[config.mk]
export PLATFORM = sky130hd
export DESIGN_NAME = lcd_bf_reader
export DESIGN_NICKNAME = d
export VERILOG_FILES = /design/src/rtl/lcd_bf_reader.sv
export SDC_FILE = /design/constraint.sdc
export NUM_CORES = 1
export LEC_CHECK = 0
export ABC_AREA = 1
export CORE_MARGIN = 2
export CORE_UTILIZATION = 30
export DETAILED_ROUTE_END_ITERATION = 12
export HOLD_SLACK_MARGIN = 0.1
export PLACE_DENSITY = 0.48
export SYNTH_ARGS = -nofsm -noshare
export SYNTH_HDL_FRONTEND = slang
export SYNTH_SLANG_ARGS = --single-unit
[constraint.sdc]
create_clock -name clk -period 1.8 [get_ports clk]
set_input_delay 0.36 -clock clk [delete_from_list [all_inputs] [get_ports clk]]
set_output_delay 0.36 -clock clk [all_outputs]
set_load 0.03 [all_outputs]
[src/rtl/lcd_bf_reader.sv]
// HD44780 4-bit read-cycle engine: fetches busy flag and address counter from a 1602A LCD.
// In poll mode it keeps reading until BF clears or the poll limit is reached.
// Owns the LCD pins (bus_own) from start acceptance until the result is handed back.
module lcd_bf_reader #(
  parameter int unsigned T_AS      = 1,
  parameter int unsigned T_EH      = 10,
  parameter int unsigned T_EL      = 10,
  parameter int unsigned MAX_POLLS = 4000
) (
  input  logic       clk,
  input  logic       rst_n,
  input  logic       start,
  input  logic       poll_mode,
  input  logic [3:0] lcd_data_in,
  output logic [2:0] lcd_ctrl,
  output logic       bus_own,
  output logic       busy,
  output logic       rd_valid,
  output logic       rd_bf,
  output logic [6:0] rd_ac,
  output logic       rd_timeout
);

  typedef enum logic [2:0] {
    IDLE, SETUP, E1_HI, E1_LO, E2_HI, E2_LO, DONE
  } state_t;

  // Phase timers count down to zero, so each one is loaded with its duration minus one.
  localparam logic [7:0]  AsLoad   = 8'(T_AS - 1);
  localparam logic [7:0]  EhLoad   = 8'(T_EH - 1);
  localparam logic [7:0]  ElLoad   = 8'(T_EL - 1);
  localparam logic [15:0] MaxPolls = 16'(MAX_POLLS);

  // {RS,RW,E}: RS is always 0 and RW always 1, only E toggles.
  localparam logic [2:0] CtrlEHigh = 3'b011;
  localparam logic [2:0] CtrlELow  = 3'b010;

  state_t      state_q;
  logic [7:0]  phaseCnt_q;
  logic [15:0] pollCnt_q;
  logic [15:0] pollCnt_d;
  logic        pollMode_q;
  logic [3:0]  hiNib_q;
  logic [3:0]  loNib_q;
  logic [2:0]  ctrl_q;
  logic        busOwn_q;
  logic        busy_q;
  logic        rdValid_q;
  logic        rdBf_q;
  logic [6:0]  rdAc_q;
  logic        rdTimeout_q;

  // Read count after the read that is finishing now; it saturates rather than wrapping.
  always_comb begin
    pollCnt_d = pollCnt_q;
    if (pollCnt_q != 16'hFFFF) begin
      pollCnt_d = pollCnt_q + 16'd1;
    end
  end

  // Read-cycle sequencer; pin controls and result fields are registered with the state.
  always_ff @(posedge clk or negedge rst_n) begin
    if (!rst_n) begin
      state_q     <= IDLE;
      phaseCnt_q  <= 8'd0;
      pollCnt_q   <= 16'd0;
      pollMode_q  <= 1'b0;
      hiNib_q     <= 4'd0;
      loNib_q     <= 4'd0;
      ctrl_q      <= CtrlELow;
      busOwn_q    <= 1'b0;
      busy_q      <= 1'b0;
      rdValid_q   <= 1'b0;
      rdBf_q      <= 1'b0;
      rdAc_q      <= 7'd0;
      rdTimeout_q <= 1'b0;
    end else begin
      rdValid_q <= 1'b0;
      case (state_q)
        IDLE: begin
          ctrl_q <= CtrlELow;
          if (start) begin
            pollMode_q <= poll_mode;
            pollCnt_q  <= 16'd0;
            phaseCnt_q <= AsLoad;
            busOwn_q   <= 1'b1;
            busy_q     <= 1'b1;
            state_q    <= SETUP;
          end else begin
            busOwn_q <= 1'b0;
            busy_q   <= 1'b0;
          end
        end
        SETUP: begin
          if (phaseCnt_q == 8'd0) begin
            phaseCnt_q <= EhLoad;
            ctrl_q     <= CtrlEHigh;
            state_q    <= E1_HI;
          end else begin
            phaseCnt_q <= phaseCnt_q - 8'd1;
          end
        end
        E1_HI: begin
          if (phaseCnt_q == 8'd0) begin
            hiNib_q    <= lcd_data_in;
            phaseCnt_q <= ElLoad;
            ctrl_q     <= CtrlELow;
            state_q    <= E1_LO;
          end else begin
            phaseCnt_q <= phaseCnt_q - 8'd1;
          end
        end
        E1_LO: begin
          if (phaseCnt_q == 8'd0) begin
            phaseCnt_q <= EhLoad;
            ctrl_q     <= CtrlEHigh;
            state_q    <= E2_HI;
          end else begin
            phaseCnt_q <= phaseCnt_q - 8'd1;
          end
        end
        E2_HI: begin
          if (phaseCnt_q == 8'd0) begin
            loNib_q    <= lcd_data_in;
            phaseCnt_q <= ElLoad;
            ctrl_q     <= CtrlELow;
            state_q    <= E2_LO;
          end else begin
            phaseCnt_q <= phaseCnt_q - 8'd1;
          end
        end
        E2_LO: begin
          if (phaseCnt_q == 8'd0) begin
            pollCnt_q <= pollCnt_d;
            if (pollMode_q && hiNib_q[3] && (pollCnt_d < MaxPolls)) begin
              phaseCnt_q <= AsLoad;
              state_q    <= SETUP;
            end else begin
              phaseCnt_q <= 8'd0;
              state_q    <= DONE;
            end
          end else begin
            phaseCnt_q <= phaseCnt_q - 8'd1;
          end
        end
        DONE: begin
          rdValid_q   <= 1'b1;
          rdBf_q      <= hiNib_q[3];
          rdAc_q      <= {hiNib_q[2:0], loNib_q};
          rdTimeout_q <= pollMode_q & hiNib_q[3];
          busOwn_q    <= 1'b0;
          ctrl_q      <= CtrlELow;
          state_q     <= IDLE;
        end
        default: begin
          ctrl_q   <= CtrlELow;
          busOwn_q <= 1'b0;
          state_q  <= IDLE;
        end
      endcase
    end
  end

  assign lcd_ctrl   = ctrl_q;
  assign bus_own    = busOwn_q;
  assign busy       = busy_q;
  assign rd_valid   = rdValid_q;
  assign rd_bf      = rdBf_q;
  assign rd_ac      = rdAc_q;
  assign rd_timeout = rdTimeout_q;

endmodule

==> metrics.csv <==
stage,metric,value,unit
run_status,outcome,"finished, final reports clean",
synthesis,"EDFF count, synth",0,
synthesis,largest cells by area after synthesis,"dfrtp_1 46%, nand2_1 15%, inv_1 5.8%",
synthesis,commonest register cell after synthesis,dfrtp_1,
die,core area,0.008636,sq mm
synthesis,sequential fraction of the synthesis area,46.20,%
power,LEAKAGE,1.794,nW
placement,placed cells,518,
placement,Area after DPL,0.003279,sq mm
sta,Final period util,98.28,%
layout,n_diodes,0,
die,Top Ports,23,
power,sequential share of power,34.4,%
routing,detailed-route via count,2496,
synthesis,Post-synth top cells,"108 x nand2_1, 49 x dfrtp_1, 41 x inv_1",
grt,vias in the first global route,2432,
worst_setup_path,reg2reg start,pollCnt_q[0],
die,FP Rows,34,
clock_tree,Num CTS Buffers,5,
layout,post-route cell area,0.003700,sq mm
power,Clock power frac,14.5,%
synthesis,share of synthesized registers carrying an async set or reset,100.0,%
worst_setup_path,crit path DAT,1.98,ns
routing,drt first pass iters,4,
sta,Fmax achieved,565.3,MHz
grt,GRT overflow,0,
power,Comb power frac,51.1,%
clock_tree,Root Driver,clkbuf_8,
sta,Layout Skew,0.003662,ns
routing,DRC errors left,0,
routing,routed len/inst,12.69,um
grt,global-route wire length before repair,11550,um
synthesis,Synth cell types,30,
sta,Slew Limit Fails,0,
worst_setup_path,WP data required,2.01,ns
clock_tree,Skew-Pair Late Insertion Delay,0.31,ns
clock_tree,clk slew on worst S/H paths,0.10,ns
worst_setup_path,Worst Path Max Fanout,2,
layout,layout cells sized above 1,27.25,%
power,maximum VDD drop,0.6046,mV
hold_path,HP Class,reg -> reg,
power,Int Power,2.862,mW
worst_setup_path,WS Path Type,reg -> reg,
layout,Reg area,0.001227,sq mm
routing,DR iter-0 viols,106,
clock_tree,Max clock buf depth,2,
clock_tree,clock sink count,49,
placement,Buffers on Ports,20,
layout,area grow syn2layout,39.42,%
routing,DRT Wirelength,6865,um
clock_tree,H-tree depth,2,
placement,RePlAce Congestion,0.8900,
routing,Routed Antenna Nets,0,
synthesis,"count leader, synth",nand2_1,
power,P_sw,2.074,mW
grt,Total Routing Usage GR,14.90,%
hold_path,Hold Path Stages,2,
hold_path,worst hold start,rd_ac[3],
worst_setup_path,Setup crit start kind,flip-flop,
grt,largest net degree at the start of global routing,34,
layout,NumNets Final,443,
die,die area,0.009615,sq mm
sta,WHS,0.4812,ns
power,pwr dens,1334,mW/mm^2
synthesis,post-synth top area share,46.20,%
worst_setup_path,R2R depth,13,
sta,"Hold Vio Cnt, Final",0,
routing,Vias/cell,4.614,
grt,initial antenna violation count,0,
clock_tree,CTS tree,yes,
synthesis,Syn. warnings,0,
synthesis,register bit total from synthesis,49,
power,Sw Ratio,42.03,%
sta,Tmin final,1.769,ns
layout,Fillers,856,
synthesis,Syn Nets,366,
synthesis,"area leader, netlist",dfrtp_1,
worst_setup_path,crit path from,pollCnt_q[0],
sta,unrepaired setup endpoints after global routing,yes,
worst_setup_path,kind of end point of the critical path,flip-flop,
sta,Setup Viol. Count Final,0,
die,Die Y,98.06,um
layout,Multi-input gate area,0.001411,sq mm
synthesis,post-synthesis cell area,0.002654,sq mm
run,Max-Cap Viols,0,
die,Die Wd,98.06,um
synthesis,mean post-synth cell area,7.475,sq um
synthesis,Mapped Cells,355,
layout,fin cells,541,
placement,post-DP HPWL,4980,um
die,Initial Util,30.73,%
through the flow:
stage / setup slack (ns) / setup TNS [ns] / utilization, % / power (mW)
floorplan: 0.05555 / 0 / - / 3.068
detailed placement: -0.05798 / -0.1985 / 37.97 / 4.041
finish: 0.03092 / 0 / 42.84 / 4.936
global placement: -0.05376 / -0.1300 / 37.97 / 4.029
CTS: -0.009819 / -0.01362 / 39.74 / 4.804
global route: -0.1445 / -0.4897 / 42.84 / 5.385
path summary, 6_finish.rpt:
| check | endpoint | slack [ns] |
|---|---|---|
| worst max-delay path | state_q[1] | 0.03 |
| worst min-delay path | rd_ac[3] | 0.48 |
| worst max register to register | state_q[1] | 0.03 |
| worst min register to register | rd_ac[3] | 0.48 |
| max in group asynchronous | pollCnt_q[15] | 0.77 |
| min in group asynchronous | pollCnt_q[2] | 0.50 |
registers in the layout (all words and copies together) (netlist names):
| signal | flops |
|---|---|
| rd_ac | 7 |
| hiNib_q | 4 |
| pollMode_q | 1 |
| busy | 1 |
| state_q | 3 |
| phaseCnt_q | 8 |
| lcd_ctrl | 1 |
| rd_bf | 1 |
| loNib_q | 4 |
| pollCnt_q | 16 |
| bus_own | 1 |
| rd_valid | 1 |
| rd_timeout | 1 |
routing by layer:
metal	part of all wire, %	vias up	global-route usage [%]
li1	-	1286	-
met1	46	1156	19.73
met2	49	44	24.08
met3	2.6	10	2.935
met4	2.1	0	5.769
met5	0	-	0
worst max-delay path: stages, from the launching register on:
cell     delay, ns
dfrtp_1       0.42
ha_4          0.17
buf_4         0.11
nand3_2       0.08
nor2_2        0.10
nand3_1       0.13
a21oi_2       0.20
nand3_2       0.08
nor2_2        0.10
nand2_1       0.06
nand2_1       0.07
nand2_1       0.05
nand2_1       0.05
nand2_1       0.04
cell families (layout without fill, tap and decap cells):
group	after synthesis	count (layout)	synth area share, %
flops	49	49	46.20
fa+ha+maj	3	3	1.415
xor+xnor	4	4	1.320
simple gates	193	193	32.20
buf+inv	52	130	7.779
compound gates	52	52	10.80
other cells	2	2	0.2830
repair_timing:
item	4_1_cts	5_1_grt
hold buffers	1	0
pin swaps	5	24
endpoints found under the setup margin	4	19
gates resized for setup	11	42
endpoints found under the hold margin	16	0
buffers inserted	1	13
gates cloned	0	0
power by group through the flow:
| stage | Clock [mW] | Combinational (mW) | Sequential (mW) |
|---|---|---|---|
| final | 0.716 | 2.52 | 1.70 |
| after global placement | 0 | 2.33 | 1.69 |
| after floorplan | 0 | 1.13 | 1.93 |
| after CTS | 0.750 | 2.37 | 1.68 |
| after global routing | 0.803 | 2.84 | 1.74 |
| after detailed placement | 0 | 2.34 | 1.70 |
area by class of cell:
class / count / area share, %
multi-input cells: 254 / 38.15
flip-flops and latches: 49 / 33.18
repair buffers: 75 / 17.48
inverters: 47 / 4.937
well taps: 108 / 3.652
clock buffers: 6 / 2.232
clock inverters: 2 / 0.3720
placed cells by master, fill, tap and decap left out, types with 8 or more instances in the layout:
master	instances
buf_4	49
inv_1	39
clkdlybuf4s50_1	19
o21ai_0	21
nor2_1	23
nor2_2	8
nand2_1	103
dfrtp_1	48
nand3_1	17
a21oi_1	10
nor2_4	10
No activity file was read; power rests on OpenSTA's default activity.
